## src/rtl/vga_sync_rx.sv

```systemverilog
// ============================================================================
// vga_sync_rx : VGA receive monitor; rebuilds x/y/de/lock from HS/VS edges.
// Rev 1.0
// ============================================================================
`default_nettype none

module vga_sync_rx #(
    parameter int H_ACTIVE     = 640,
    parameter int H_SYNC_START = 656,
    parameter int H_TOTAL      = 800,
    parameter int V_ACTIVE     = 480,
    parameter int V_SYNC_START = 490,
    parameter int V_TOTAL      = 525,
    parameter int LOCK_FRAMES  = 2
) (
    input  logic        i_clk,
    input  logic        i_rst_n,
    input  logic        i_pix_stb,
    input  logic        i_hs,
    input  logic        i_vs,
    input  logic [11:0] i_rgb,
    output logic [9:0]  o_x,
    output logic [8:0]  o_y,
    output logic        o_de,
    output logic        o_pix_valid,
    output logic [11:0] o_rgb,
    output logic        o_locked,
    output logic        o_frame_start,
    output logic        o_err
);

    localparam logic [1:0] S_SEARCH = 2'd0;
    localparam logic [1:0] S_CHECK  = 2'd1;
    localparam logic [1:0] S_LOCKED = 2'd2;

    localparam logic [9:0] C_H_LAST = 10'(H_TOTAL - 1);
    localparam logic [9:0] C_HSS    = 10'(H_SYNC_START);
    localparam logic [9:0] C_HA     = 10'(H_ACTIVE);
    localparam logic [9:0] C_V_LAST = 10'(V_TOTAL - 1);
    localparam logic [9:0] C_VSS    = 10'(V_SYNC_START);
    localparam logic [9:0] C_VA     = 10'(V_ACTIVE);
    localparam logic [3:0] C_LOCK   = 4'(LOCK_FRAMES);

    logic [1:0] state_q, state_d;
    logic [3:0] good_q, good_d;
    logic [9:0] hcnt_q, hcnt_d;
    logic [9:0] vcnt_q, vcnt_d;
    logic       hs_prev_q, vs_prev_q;

    logic       w_hs_fall, w_vs_fall;
    logic [9:0] w_hn, w_vn;
    logic       w_bad;
    logic [3:0] w_good_inc;
    logic       w_locked_nxt, w_de, w_fs, w_err;

    assign w_hs_fall  = hs_prev_q & ~i_hs;
    assign w_vs_fall  = vs_prev_q & ~i_vs;
    assign w_hn       = (hcnt_q == C_H_LAST) ? 10'd0 : hcnt_q + 10'd1;
    assign w_vn       = (w_hn == 10'd0) ? ((vcnt_q == C_V_LAST) ? 10'd0 : vcnt_q + 10'd1) : vcnt_q;
    // A sync edge where none is expected, or a missing one, are both violations.
    assign w_bad      = (w_hs_fall ^ (w_hn == C_HSS)) |
                        (w_vs_fall ^ ((w_hn == 10'd0) && (w_vn == C_VSS)));
    assign w_good_inc = good_q + 4'd1;
    assign hcnt_d     = w_hs_fall ? C_HSS : w_hn;
    assign vcnt_d     = w_vs_fall ? C_VSS : w_vn;

    always_ff @(posedge i_clk or negedge i_rst_n) begin
        if (!i_rst_n) begin
            state_q   <= S_SEARCH;
            good_q    <= 4'd0;
            hcnt_q    <= 10'd0;
            vcnt_q    <= 10'd0;
            hs_prev_q <= 1'b1;
            vs_prev_q <= 1'b1;
        end else if (i_pix_stb) begin
            state_q   <= state_d;
            good_q    <= good_d;
            hcnt_q    <= hcnt_d;
            vcnt_q    <= vcnt_d;
            hs_prev_q <= i_hs;
            vs_prev_q <= i_vs;
        end
    end

    always_comb begin
        state_d = state_q;
        good_d  = good_q;
        case (state_q)
            S_SEARCH: begin
                if (w_vs_fall) begin
                    state_d = S_CHECK;
                    good_d  = 4'd0;
                end
            end
            S_CHECK: begin
                if (w_bad) begin
                    state_d = S_SEARCH;
                end else if (w_vs_fall) begin
                    good_d = (good_q == 4'hF) ? good_q : w_good_inc;
                    if (w_good_inc == C_LOCK) begin
                        state_d = S_LOCKED;
                    end
                end
            end
            S_LOCKED: begin
                if (w_bad) begin
                    state_d = S_SEARCH;
                end
            end
            default: state_d = S_SEARCH;
        endcase
    end

    // Outputs describe the pixel sampled on this tick, hence the post-update counts.
    always_comb begin
        w_locked_nxt = (state_d == S_LOCKED);
        w_err        = w_bad & (state_q != S_SEARCH);
        w_de         = w_locked_nxt & (hcnt_d < C_HA) & (vcnt_d < C_VA);
        w_fs         = w_locked_nxt & (hcnt_d == 10'd0) & (vcnt_d == 10'd0);
    end

    always_ff @(posedge i_clk or negedge i_rst_n) begin
        if (!i_rst_n) begin
            o_x           <= 10'd0;
            o_y           <= 9'd0;
            o_de          <= 1'b0;
            o_pix_valid   <= 1'b0;
            o_rgb         <= 12'd0;
            o_locked      <= 1'b0;
            o_frame_start <= 1'b0;
            o_err         <= 1'b0;
        end else if (i_pix_stb) begin
            o_x           <= w_de ? hcnt_d : 10'd0;
            o_y           <= w_de ? vcnt_d[8:0] : 9'd0;
            o_de          <= w_de;
            o_pix_valid   <= w_de;
            o_rgb         <= w_de ? i_rgb : 12'd0;
            o_locked      <= w_locked_nxt;
            o_frame_start <= w_fs;
            o_err         <= w_err;
        end else begin
            o_pix_valid   <= 1'b0;
            o_frame_start <= 1'b0;
            o_err         <= 1'b0;
        end
    end

endmodule

`default_nettype wire

```

## config.mk

```make
export PLATFORM = sky130hd
export DESIGN_NAME = vga_sync_rx
export DESIGN_NICKNAME = d
export VERILOG_FILES = /design/src/rtl/vga_sync_rx.sv
export SDC_FILE = /design/constraint.sdc
export NUM_CORES = 1
export LEC_CHECK = 0
export BUFFER_PORTS_ARGS = -buffer_cell sky130_fd_sc_hd__buf_2
export CAP_MARGIN = 20
export CORE_MARGIN = 3
export CORE_UTILIZATION = 30
export CTS_CLUSTER_SIZE = 10
export DETAILED_ROUTE_END_ITERATION = 8
export GPL_TIMING_DRIVEN = 0
export PLACE_DENSITY = 0.45
export SLEW_MARGIN = 20
export SYNTH_ARGS = -nofsm -noshare
export SYNTH_HDL_FRONTEND = slang
export SYNTH_SLANG_ARGS = --single-unit
```

## constraint.sdc

```tcl
create_clock -name i_clk -period 3.64 [get_ports i_clk]
set_input_delay 0.364 -clock i_clk [delete_from_list [all_inputs] [get_ports i_clk]]
set_output_delay 0.364 -clock i_clk [all_outputs]
set_load 0.02 [all_outputs]
```

# [Word level (Yosys, flattened, before mapping)]
# Cells that the tools add are included.
[totals] regBits=64 latch_bits=0 mem_bits_rw=0 rom_bits=0 input_bits=17 out_inout_bits=36 wordCells=74 n_memories=0
[op_classes] addsub=3 n_mul=0 div_mod_pow=0 n_lt_le_gt_ge=2 n_eq_ne=13 shift=0 muxes=22 bitwise=12 reduce_logical=8
[op_table] cell="$mux W10" n=6
[op_table] cell="$eq A10 B10 Y1 const B" n=3
[op_table] cell="$logic_not A10 Y1" n=3
[op_table] cell="$add A10 B1 Y10 const B" n=2
[op_table] cell="$mux W4" n=4
[op_table] cell="$mux W12" n=1
[op_table] cell="$eq A10 B9 Y1 const B" n=1
[op_table] cell="$lt A10 B10 Y1 const B" n=1
[op_table] cell="$lt A10 B9 Y1 const B" n=1
[op_table] cell="$mux W2" n=5
[op_table] cell="$mux W9" n=1
[op_table] cell="$ne A2 B2 Y1 const B" n=4
[op_table] cell="$pmux W4 S2" n=1
[op_table] cell="$and A1 B1 Y1" n=7
[op_table] cell="$pmux W2 S3" n=1
[op_table] cell="$reduce_and A6 Y1" n=1
[op_table] cell="$add A4 B1 Y4 const B" n=1
[op_table] cell="$eq A2 B2 Y1 const B" n=2
[op_table] cell="$eq A4 B2 Y1 const B" n=1
[op_table] cell="$eq A4 B4 Y1 const B" n=1
[op_table] cell="$reduce_bool A2 Y1" n=2
[op_table] cell="$mux W1" n=3
[op_table] cell="$eq A2 B1 Y1 const B" n=1
[op_table] cell="$logic_not A2 Y1" n=1
[op_table] cell="4 further kinds" n=6

# [Depth between registers and ports, before layout]
[logic_depth] depth_word=14 ltp_mapped=15 mapped_depth_nobuf=10

# [Least setup slack after synthesis]
# OpenSTA, ideal clock, no wires.
[synth_timing] kind="reg2reg" start="register hcnt_q[0]" end="register o_frame_start" setup_ps=96 arrival_ps=3002 required_ps=3544 slack_ps=542 stages_incl_launch_ff=13 path_buffers=2 cell_sequence="dfrtp_1 -> ha_1 -> buf_4 -> nand4_1 -> or4_4 -> o31a_4 -> a21oi_4 -> buf_6 -> nand2_1 -> nor3_1 -> mux2_2 -> or3_1 -> nor4_2"
[synth_via] elab_chain_len=14
[synth_rtl] element="from (decl)" line_no="46" text="logic [9:0] hcnt_q, hcnt_d;"
[synth_rtl] element="from (signal assigned)" line_no="78" text="hcnt_q <= hcnt_d;"
[synth_rtl] element="$add A10 B1 Y10 / $eq A10 B10 Y1 (equally long branches)" line_no="58" text="assign w_hn = (hcnt_q == C_H_LAST) ? 10'd0 : hcnt_q + 10'd1;"
[synth_rtl] element="$mux W10 *" line_no="58"
[synth_rtl] element="$logic_not A10 Y1" line_no="59, 62"
[synth_rtl] element="$mux W10" line_no="59" text="assign w_vn = (w_hn == 10'd0) ? ((vcnt_q == C_V_LAST) ? 10'd0 : vcnt_q + 10'd1) : vcnt_q;"
[synth_rtl] element="$eq A10 B9 Y1" line_no="62" text="(w_vs_fall ^ ((w_hn == 10'd0) && (w_vn == C_VSS)));"
[synth_rtl] element="$logic_and A1 B1 Y1" line_no="62"
[synth_rtl] element="$xor A1 B1 Y1" line_no="62"
[synth_rtl] element="$or A1 B1 Y1" line_no="61" text="assign w_bad = (w_hs_fall ^ (w_hn == C_HSS)) |"
[synth_rtl] element="$mux W2 (on tied branches)" line_no="106, 96"
[synth_rtl] element="$pmux W2 S3" line_no="88" text="case (state_q)"
[synth_rtl] element="$eq A2 B2 Y1" line_no="116" text="w_locked_nxt = (state_d == S_LOCKED);"
[synth_rtl] element="$and A1 B1 Y1" line_no="119" text="w_fs = w_locked_nxt & (hcnt_d == 10'd0) & (vcnt_d == 10'd0);"
[synth_rtl] element="$and A1 B1 Y1 *" line_no="119"
[synth_rtl] element="$mux W1 *" line_no="132" text="end else if (i_pix_stb) begin"
[synth_rtl] element="to (signal assigned)" line_no="139" text="o_frame_start <= w_fs;"
[synth_rtl] element="to (decl)" line_no="28" text="output logic o_frame_start,"
# Every way passes the cells marked *; elsewhere a longest branch is shown, timed or not.
# A chain may end at the register's enable or synchronous reset.

# [Final worst setup path]
[layout_timing] start="register hcnt_q[0]" end="register o_x[3]"
[layout_via] elab_chain_len=14
[layout_rtl] element="$add A10 B1 Y10 / $eq A10 B10 Y1 (equally long branches)" line_no="58"
[layout_rtl] element="$mux W10 *" line_no="58"
[layout_rtl] element="$logic_not A10 Y1" line_no="59, 62"
[layout_rtl] element="$mux W10" line_no="59"
[layout_rtl] element="$eq A10 B9 Y1" line_no="62"
[layout_rtl] element="$logic_and A1 B1 Y1" line_no="62"
[layout_rtl] element="$xor A1 B1 Y1" line_no="62"
[layout_rtl] element="$or A1 B1 Y1" line_no="61"
[layout_rtl] element="$mux W2 (on tied branches)" line_no="106, 96"
[layout_rtl] element="$pmux W2 S3" line_no="88"
[layout_rtl] element="$eq A2 B2 Y1" line_no="116"
[layout_rtl] element="$and A1 B1 Y1 (2 in a row)" line_no="118" text="w_de = w_locked_nxt & (hcnt_d < C_HA) & (vcnt_d < C_VA);"
[layout_rtl] element="$mux W10 *" line_no="133" text="o_x <= w_de ? hcnt_d : 10'd0;"
[layout_rtl] element="to (signal assigned)" line_no="133"
[layout_rtl] element="to (decl)" line_no="22" text="output logic [9:0] o_x,"
# Marked as above.

==> results.txt <==
* Via count: 3304
- The later pin in the worst-skew pair is clocked with a latency of 340 ps.
- Routed Wire Length: 11000 um
- Routability congestion estimate from global placement: ~0.85
- CP dominant cell by count: sky130_fd_sc_hd__buf_6
- Worst hold path stage count: 3
- After floorplanning, the core was sized to cover 12100 um2.
- The signal on the critical path passes through ha_1 -> buf_4 -> nand4_1 -> or4_4 -> o31a_4 -> a21oi_4 -> buf_6 -> nand2_1 -> buf_2 -> nor3b_2 -> a21oi_2 -> nand3_1 -> buf_6 -> clkbuf_4 -> o2bb2ai_1.
- Top delay family on crit path: simple AND/OR/NAND/NOR gates
* Cell Count Post-Placement: roughly 620
- Of the available clock period, the critical path in the final layout requires 0.943.
- The initial utilization of the core area, before any placement, comes to 0.308.
- RSZ-0062 raised after global routing: false
* Leak: 1.95 nW
- Mapped Avg Cell Area: 9.39 um2
- TritonCTS created 9 clock buffers.
- Post-synthesis register bit count: 64
- Antenna Violating Nets Remaining: 0
- Setup violations remaining at the end of the flow were counted as 0.
* Total global routing track utilization: 0.163
- Maximum number of pins on one net before global-route repair: 34
- Counting the fill cells in the layout gives 1235.
- # rows: 40
- Reg2reg end: o_x[3]
- The number of hold-slack violations in the final timing report came to 0.
- The number of global-route vias before repair is 3272.
- From bottom edge to top edge, the die measures approximately 120 um.
- Ys async rst share: 1.00
- Number of standard cells in the layout, taps in and fillers out: 636
* Max Cap Violations: 0
- Level count of the clock H-tree: 3
- Clock sink count: 64
- The die covers between 10000 and 15000 um2.
- The path with the worst hold slack has its endpoint at o_rgb[1].
- At the pin with the least slew margin, the transition time is 1030 ps.
* Syn-to-layout area delta: 23.1%
* Crit start category: register
* Initial antenna violation count: 0
- 0 antenna diodes ended up in the layout.
* Sequential area share after synthesis: 0.432
- Crit path arrival time: 3650 ps
* Commonest cells after routing, fill and taps aside: sky130_fd_sc_hd__dfrtp_1, sky130_fd_sc_hd__nand2_1, sky130_fd_sc_hd__buf_2, sky130_fd_sc_hd__o21ai_0, sky130_fd_sc_hd__o2bb2ai_1
- After technology mapping, the gate count stands at 396.
- Finished layout cell area: approximately 4600 um2
* Cell with the largest stage delay on the worst path: sky130_fd_sc_hd__or4_4
* Placed cell areas: 4210 um2
* DRT Pass-1 Iters: 5
* Class of the tightest hold or removal check: input pin to register
- The first global-routing pass estimated 17900 um of wire.
* Clock-pin slew reported for the worst setup and hold paths after clock tree synthesis: 50 ps
- CTS tree: done
- Leading cell type in the layout, fill and taps excluded: sky130_fd_sc_hd__dfrtp_1
- For this run, design rule violations remaining after detail routing come to 0.
- For this run, the slowest stage of the critical path takes 590 ps.
- Static timing analysis puts the maximum clock frequency at 291 MHz.
- Initial DRC count: 230
- Detailed placement ended at an HPWL of 7810 um.
- Depth of the worst register-to-register path: 15
- Status: completed
* Count of buffers from port buffering: 52
- Number of nets produced by synthesis: 418
* Stages on worst setup path: 15
* Worst vdd rail ir drop: ~0.22 mV
- Total gr overflow: 0
* Clock tree root driver cell: sky130_fd_sc_hd__clkbuf_16
- The Yosys step of the flow raised 0 warnings.
- Deepest clock path buffer count: 2
- Number of placed I/O pins: 53
* Vias/cell: 5.19
* Type of the worst setup path: register to register
- Post-synthesis cell area: 3720 um2
- In the final routed layout, each cell accounts on average for 17.3 um.
* Start of the worst register-to-register path: hcnt_q[0]
- The floorplan step set the die width to roughly 120 um.
- Worst relative slew slack: 0.310
- Crit path capture type: register
- For the final database, setup skew stands at 8.45 ps.
- Worst endpoint required time: 3850 ps
- Synthesis instantiated 67 different standard cells from the library.
- Fraction of final layout cells sized beyond drive strength 1: 0.246
- Counting both buffers and inverters, the worst setup path holds a total of 5.
- Clock period minus worst slack: 3430 ps
- Flop2flop setup slack: 210 ps
* Maximum fanout encountered on the critical timing path: 10
- In this run the power density over the cells is 442 nW/um2.
* Max-slew violation total from the final report: 0
- The worst hold path begins at i_rgb[1].
- The synthesized design contains 0 enable-type register cells.
- Most frequently used flop master after synthesis: sky130_fd_sc_hd__dfrtp_1
- The final layout contains roughly 490 nets.
-- what timing repair did --
action / in CTS / in global routing
pin swaps: 2 / 0
setup endpoints to repair: 17 / 19
cloned: 0 / 0
endpoints found under the hold margin: 30 / 0
resized for setup: 2 / 7
setup buffers: 2 / 0
hold buffers: 1 / 0
-- tightest hold or removal path, cell delays in order --
cell,delay (ps)
sky130_fd_sc_hd__buf_2,90
sky130_fd_sc_hd__nand2_1,50
sky130_fd_sc_hd__o2bb2ai_1,50
-- worst max path at each step --
| stage | end | from |
|---|---|---|
| 6_report | o_x[3] | hcnt_q[0] |
| 5_1_grt | o_x[7] | hcnt_q[0] |
| 4_1_cts | o_x[3] | hcnt_q[0] |
| 3_5_place_dp | good_q[3] | hcnt_q[0] |
| 3_3_place_gp | good_q[3] | hcnt_q[0] |
| 2_1_floorplan | o_frame_start | hcnt_q[0] |
-- synthesized netlist by cell type, drive strengths merged, types with 5 or more instances --
cell type	count	share of area
inv	19	0.019
clkbuf	14	0.014
o21ai	27	0.036
nand4	11	0.023
a211oi	5	0.011
nand3	12	0.016
o2bb2ai	26	0.061
xnor2	11	0.026
nor2	19	0.019
xor2	5	0.012
a22o	5	0.012
a21oi	10	0.016
ha	5	0.017
mux2	5	0.015
buf	14	0.028
dfrtp	62	0.42
nand2	55	0.056
nor4	7	0.018
nor3	15	0.020
-- sequential cells by signal, indices dropped and copies added, names as in the netlist --
| register | count |
|---|---|
| o_y | 9 |
| state_q | 2 |
| vs_prev_q | 1 |
| vcnt_q | 10 |
| hs_prev_q | 1 |
| o_x | 10 |
| o_err | 1 |
| o_frame_start | 1 |
| o_locked | 1 |
| o_de | 1 |
| o_rgb | 12 |
| hcnt_q | 10 |
| o_pix_valid | 1 |
| good_q | 4 |
-- cell type report --
class                      count  area [um2]  share of cell area
multi-input combinational    285        1910               0.418
clock buffer                  12         236              0.0517
tap                          168         210              0.0459
buffer                        28         161              0.0353
timing repair buffer          56         308              0.0672
clock inverter                 4        70.1              0.0153
inverter                      19        71.3              0.0156
sequential                    64        1610               0.351
-- report_power, final --
part | total (W) | switching, W | internal (W)
sequential | 0.000787 | 0.0000379 | 0.000749
combinational | 0.000328 | 0.000210 | 0.000118
clock | 0.000909 | 0.000311 | 0.000597
total | 0.00202 | 0.000559 | 0.00146
-- cells by family (layout without fill, tap and decap cells) --
logic type,count (synthesis),in the layout,share of synthesized area
and+or+nand+nor,149,149,0.212
muxes,6,6,0.0178
buffers and inverters,47,119,0.0609
adders and majority gates,5,5,0.0168
DFF,64,64,0.432
xor gates and xnor gates,16,16,0.0377
AOI/OAI and AO/OA,109,109,0.223
-- layer usage --
| metal | track usage | up-vias | part of all wire |
|---|---|---|---|
| met1 | 0.223 | 1588 | 0.48 |
| met2 | 0.251 | 109 | 0.45 |
| met4 | 0.0667 | 0 | 0.020 |
| met3 | 0.0338 | 17 | 0.056 |
| met5 | 0 | - | 0 |
| li1 | - | 1590 | - |
-- through the flow --
stage | setup TNS [ps] | hold WS (ps) | utilization | power (W) | worst slack [ps]
2_1_floorplan | 0 | 68.4 | - | 0.00102 | 542
3_3_place_gp | -2310 | 462 | 0.347 | 0.00112 | -184
3_5_place_dp | -3010 | 347 | 0.349 | 0.00112 | -271
4_1_cts | 0 | 248 | 0.377 | 0.00205 | 52.1
5_1_grt | 0 | 265 | 0.379 | 0.00212 | 28.5
6_report | 0 | 257 | 0.379 | 0.00202 | 207
Note: power is estimated with default switching activity, not from simulation.
